File: src/rtl/wb_master_arbiter.sv
`default_nettype none
// ============================================================================
// Module   : wb_master_arbiter
// Brief    : Two-master Wishbone arbiter with round-robin priority, grant held
//            for the whole bus cycle, and a per-transfer stall watchdog.
// Revision : 1.0 - initial release
// ============================================================================
module wb_master_arbiter #(
    parameter int TIMEOUT = 1024
) (
    input  logic        clk,
    input  logic        rst,

    input  logic        i_m0_we,
    input  logic        i_m0_cyc,
    input  logic        i_m0_stb,
    input  logic [3:0]  i_m0_sel,
    input  logic [31:0] i_m0_adr,
    input  logic [31:0] i_m0_dat,
    output logic [31:0] o_m0_dat,
    output logic        o_m0_ack,
    output logic        o_m0_int,

    input  logic        i_m1_we,
    input  logic        i_m1_cyc,
    input  logic        i_m1_stb,
    input  logic [3:0]  i_m1_sel,
    input  logic [31:0] i_m1_adr,
    input  logic [31:0] i_m1_dat,
    output logic [31:0] o_m1_dat,
    output logic        o_m1_ack,
    output logic        o_m1_int,

    output logic        o_s_we,
    output logic        o_s_cyc,
    output logic        o_s_stb,
    output logic [3:0]  o_s_sel,
    output logic [31:0] o_s_adr,
    output logic [31:0] o_s_dat,
    input  logic [31:0] i_s_dat,
    input  logic        i_s_ack,
    input  logic        i_s_int,

    output logic [1:0]  o_grant,
    output logic        o_timeout
);

    localparam int                CNT_W     = $clog2(TIMEOUT) + 1;
    localparam logic [CNT_W-1:0]  C_TIMEOUT = CNT_W'(TIMEOUT);
    localparam bit                C_WDOG_EN = (TIMEOUT != 0);

    typedef enum logic [1:0] {
        S_IDLE   = 2'd0,
        S_GRANT0 = 2'd1,
        S_GRANT1 = 2'd2
    } state_t;

    state_t             r_state;
    state_t             w_next;
    logic               r_last;     // most recently granted master
    logic [CNT_W-1:0]   r_cnt;      // consecutive un-acked strobe cycles
    logic               w_gnt_stb;  // strobe of the current owner
    logic               w_fire;     // watchdog terminates this beat

    // Owner's strobe, zero when idle.
    always_comb begin
        w_gnt_stb = 1'b0;
        case (r_state)
            S_GRANT0: w_gnt_stb = i_m0_stb;
            S_GRANT1: w_gnt_stb = i_m1_stb;
            default:  w_gnt_stb = 1'b0;
        endcase
    end

    // A real ack in the same cycle always wins over the watchdog.
    assign w_fire = C_WDOG_EN && w_gnt_stb && !i_s_ack && (r_cnt == C_TIMEOUT);

    // Next-state: round-robin on ties, grant held until owner drops cyc.
    always_comb begin
        w_next = r_state;
        case (r_state)
            S_IDLE: begin
                if (i_m0_cyc && i_m1_cyc) begin
                    w_next = r_last ? S_GRANT0 : S_GRANT1;
                end else if (i_m0_cyc) begin
                    w_next = S_GRANT0;
                end else if (i_m1_cyc) begin
                    w_next = S_GRANT1;
                end else begin
                    w_next = S_IDLE;
                end
            end
            S_GRANT0: if (!i_m0_cyc) w_next = S_IDLE;
            S_GRANT1: if (!i_m1_cyc) w_next = S_IDLE;
            default:  w_next = S_IDLE;
        endcase
    end

    // State register.
    always_ff @(posedge clk) begin
        if (rst) begin
            r_state <= S_IDLE;
        end else begin
            r_state <= w_next;
        end
    end

    // Round-robin pointer: updated on entry to a grant state.
    always_ff @(posedge clk) begin
        if (rst) begin
            r_last <= 1'b1;
        end else if (r_state == S_IDLE && w_next == S_GRANT0) begin
            r_last <= 1'b0;
        end else if (r_state == S_IDLE && w_next == S_GRANT1) begin
            r_last <= 1'b1;
        end
    end

    // Watchdog counter: counts stalled strobe cycles, clears on any progress.
    always_ff @(posedge clk) begin
        if (rst) begin
            r_cnt <= '0;
        end else if (!C_WDOG_EN || !w_gnt_stb || i_s_ack || w_fire) begin
            r_cnt <= '0;
        end else begin
            r_cnt <= r_cnt + CNT_W'(1);
        end
    end

    // Bus steering: mirror the owner onto the slave port and route ack/data back.
    always_comb begin
        o_s_we   = 1'b0;
        o_s_cyc  = 1'b0;
        o_s_stb  = 1'b0;
        o_s_sel  = 4'h0;
        o_s_adr  = 32'h0;
        o_s_dat  = 32'h0;
        o_m0_ack = 1'b0;
        o_m0_dat = 32'h0;
        o_m1_ack = 1'b0;
        o_m1_dat = 32'h0;
        case (r_state)
            S_GRANT0: begin
                o_s_we   = i_m0_we;
                o_s_cyc  = i_m0_cyc;
                o_s_stb  = i_m0_stb;
                o_s_sel  = i_m0_sel;
                o_s_adr  = i_m0_adr;
                o_s_dat  = i_m0_dat;
                o_m0_ack = i_s_ack;
                o_m0_dat = i_s_dat;
                if (w_fire) begin
                    o_s_stb  = 1'b0;
                    o_m0_ack = 1'b1;
                    o_m0_dat = 32'h0;
                end
            end
            S_GRANT1: begin
                o_s_we   = i_m1_we;
                o_s_cyc  = i_m1_cyc;
                o_s_stb  = i_m1_stb;
                o_s_sel  = i_m1_sel;
                o_s_adr  = i_m1_adr;
                o_s_dat  = i_m1_dat;
                o_m1_ack = i_s_ack;
                o_m1_dat = i_s_dat;
                if (w_fire) begin
                    o_s_stb  = 1'b0;
                    o_m1_ack = 1'b1;
                    o_m1_dat = 32'h0;
                end
            end
            default: begin
                o_s_cyc = 1'b0;
            end
        endcase
    end

    assign o_grant   = {r_state == S_GRANT1, r_state == S_GRANT0};
    assign o_timeout = w_fire;
    assign o_m0_int  = i_s_int;
    assign o_m1_int  = i_s_int;

endmodule
`default_nettype wire

File: config.mk
export PLATFORM = sky130hd
export DESIGN_NAME = wb_master_arbiter
export DESIGN_NICKNAME = d
export VERILOG_FILES = /design/src/rtl/wb_master_arbiter.sv
export SDC_FILE = /design/constraint.sdc
export NUM_CORES = 1
export LEC_CHECK = 0
export ABC_AREA = 1
export CAP_MARGIN = 20
export CORE_AREA = 2 2 124 126
export CTS_BUF_LIST = sky130_fd_sc_hd__clkbuf_8
export CTS_CLUSTER_SIZE = 25
export DETAILED_ROUTE_END_ITERATION = 8
export DIE_AREA = 0 0 126 128
export GPL_TIMING_DRIVEN = 0
export HOLD_SLACK_MARGIN = 0.03
export SETUP_SLACK_MARGIN = 0.15
export SYNTH_ARGS = -nofsm -noshare
export SYNTH_HDL_FRONTEND = slang
export SYNTH_SLANG_ARGS = --single-unit
File: constraint.sdc
create_clock -name clk -period 1.6 [get_ports clk]
set_input_delay 0.4 -clock clk [delete_from_list [all_inputs] [get_ports clk]]
set_output_delay 0.4 -clock clk [all_outputs]
set_load 0.05 [all_outputs]
==> impl_results.md <==
- Type of origin of the critical path: flip-flop
- Buf/Inv on CP: 4
- Ports: 320
- Final Cell Area: 0.008607 sq mm
- Hpwl dp: 14310 um
- Clk_skew: a little over 0.007 ns
- Unrepaired setup endpoints after global routing: true
- Synth warnings: 0
- Worst Setup Path Type: flip-flop to primary output
- Synth unique cells: 22
- Cell family with most CP delay: simple AND/OR/NAND/NOR gates
- Vias in the first global route: 4442
- Final setup violation count: 138
- Placed Area: 0.007079 sq mm
- Cts bufs inserted: 3
- Critical path required time: roughly 1.2 ns
- Part of the Yosys area used for sequential elements: 12.45%
- Global route overflow: 0
- CP max FO: 10
- Crit-path slowest cell: dfxtp_4
- Final setup TNS: -83.70 ns
- Routed len/inst: 17.93 um
- Pwr per Cell Area: 437.8 mW/mm^2
- Tot GR Track Use: between 15 and 20%
- Slew margin rel.: 66.45%
- Final Hold Fails: 0
- Critical Path Sink Type: primary output
- DRT antenna net count: 0
- H-tree levels: 1
- Register share of total power: 9.8%
- CTS tree: done
- Final worst slack: -0.7299 ns
- Layout cells sized above 1: 53.20%
- DR vias/cell: about 4.4
- Drt first pass iters: 4
- Chip width: 126 um
- I/O Buffers: 318
- Pint: 0.001896 W
- Post-CTS Hold Buffers: 0
- Clk Latency, worst-skew pair: 0.25 ns
- Total inserted antenna cells: 0
- Global-route wire length before repair: 24890 um
- Worst r2r path cells: 12
- Clk buf depth: 2
- WP depth: 12
- Leak: 3.072 nW
- Nets: just over 1000
- Synthesized area per cell: 4.789 sq um
- Die height: 128 um
- Worst-Margin Slew: between 0.5 and 0.6 ns
- Total power: 0.003768 W
- Num rows: 45
- Filler cells: 1293
- Status: finished, violations left
- Hold Path Depth: 1
- Core ar.: 0.01486 sq mm
- Clock power share: between 7 and 8%
- Root buffer cell: clkbuf_8
- Final Max Slew Viols: 0
- Max-Cap Viols: 0
- Initial Utilization: approximately 15%
- Switch Pwr: 0.001872 W
- Clk slew on worst S/H paths: 0.06 ns
- Syn Inst Count: 470
- Vias after detailed routing: 4423
- Drt drc: 0
- Tmin final: 2.330 ns
- Achievable Freq: 0.4292 GHz
- Initial antenna violation count: 0
- Net Sw Frac: about half
- Synth area leaders: nand2_1 35%, a21oi_1 16%, nor2_1 15%
- Placer Congestion: 0.9214
- Cell taking the most area after synthesis: nand2_1
- Initial drt markers: 88
- Area growth, synth to finish: 282.4%
- Synth top area share: 35.02%
- Peak VDD IR: 273.2 uV
- Failing checks: setup timing
- Final period util: 145.6%
- DIE AREA: roughly 0.016 sq mm
- CTS sink cnt: 14
- Syn nets: 654
- Max incr delay on CP: 0.36 ns
- Most used cell, CP: nand2_2
- Crit path DAT: 1.93 ns
- Crit-path cells: inv_4 > ha_4 > buf_8 > nand2_4 > nand2_2 > nand2_2 > nor2_4 > nand2_8 > buf_12 > nand2_2 > nor2_4 > buf_4
- Largest net degree at the start of global routing: 11
- Area of the mapped netlist: 0.002251 sq mm
- Synthesized flop and latch total: 14
- Final wirelength: 18200 um
- HP Class: flip-flop to flip-flop
- Logic pwr share: 82.3%
## cell usage after synthesis (all sizes together)
cell type    n
xnor2        3
xor2         2
inv         23
buf         13
a21oi       73
nand3        6
nand2      212
dfxtp       14
nor3         1
o21bai       1
nor2        91
nand4        2
clkbuf      22
o21ai        1
ha           6
## metrics by stage
| step | utilization [%] | hold WS (ns) | std cells | worst slack (ns) |
|---|---|---|---|---|
| after floorplan | - | 0.4521 | 470 | -0.5644 |
| after global placement | 47.63 | 0.4782 | 976 | -1.345 |
| after detailed placement | 47.63 | 0.4988 | 976 | -1.344 |
| after CTS | 49.06 | 0.5113 | 990 | -0.7501 |
| after global routing | 57.90 | 0.4744 | 1015 | -0.8205 |
| final | 57.90 | 0.4564 | 1015 | -0.7299 |
## layer usage
layer / wire length [um] / global-route usage, %
met5: 0 / 0
met4: 327 / 2.327
met3: 1425 / 5.426
met2: 9780 / 38.43
met1: 6665 / 21.31
## state kept, by name, summed over array words and instances, names as in the netlist
register and cells:
r_cnt 11, r_state 2, r_last 1
## layout make-up
cell class	instances	area (sq um)	area share (%)
clock buffers	3	41.29	0.4797
inverters	23	101.3	1.177
flip-flops and latches	14	291.5	3.387
repair buffers	354	3999	46.46
multi-input cells	398	3452	40.11
clock inverters	1	3.754	0.04361
well taps	188	235.2	2.733
plain buffers	34	483.0	5.611
## cells in the final DEF (no fill, tap or decap), types with 20 or more instances in the layout
cell type        Yosys  layout
buf_8                0      71
nor2_1              89      23
nand2_1            210     139
nand2_4              1      20
nand2_2              1      38
buf_6                3      81
clkdlybuf4s50_1      0     176
a21oi_4              0      63
nor2_4               2      64
buf_4                5      30
## worst reg2reg max path: cells and delay by family, from the launching register on
kind | cells | cell delay, ns
and+or+nand+nor | 8 | 0.54
adders and majority gates | 1 | 0.16
buffers and inverters | 3 | 0.33
DFF | 1 | 0.38
## power by group through the flow
stage                     sequential, W  clock, W  combinational (W)
after floorplan                0.000375         0            0.00156
after global placement         0.000377         0            0.00250
after detailed placement       0.000378         0            0.00252
after CTS                      0.000371  0.000299            0.00263
after global routing           0.000371  0.000319            0.00324
final                          0.000370  0.000297            0.00310
## kinds of logic after synthesis
family,count (synthesis),share of synthesized area (%)
AO/OA/AOI/OAI,75,16.79
AND/OR/NAND/NOR,312,53.75
flip-flops,14,12.45
buffers and inverters,58,11.73
XOR/XNOR,5,1.946
adder cells (fa/ha/maj),6,3.335
## final timing paths
kind	slack, ns	start	to
min reg2reg	0.46	r_cnt[0]	r_cnt[0]
min	0.46	r_cnt[0]	r_cnt[0]
max	-0.73	r_state[1]	o_m1_dat[22]
max reg2reg	0.07	r_state[1]	r_last
## timing repair
item                                   in CTS  in global routing
gates resized for setup                   826                408
setup buffers                               8                 18
pin swaps                                   5                 27
endpoints found under the hold margin       0                  0
setup endpoints to repair                 152                154
gates cloned                                2                  8
No activity file was read; power rests on OpenSTA's default activity.
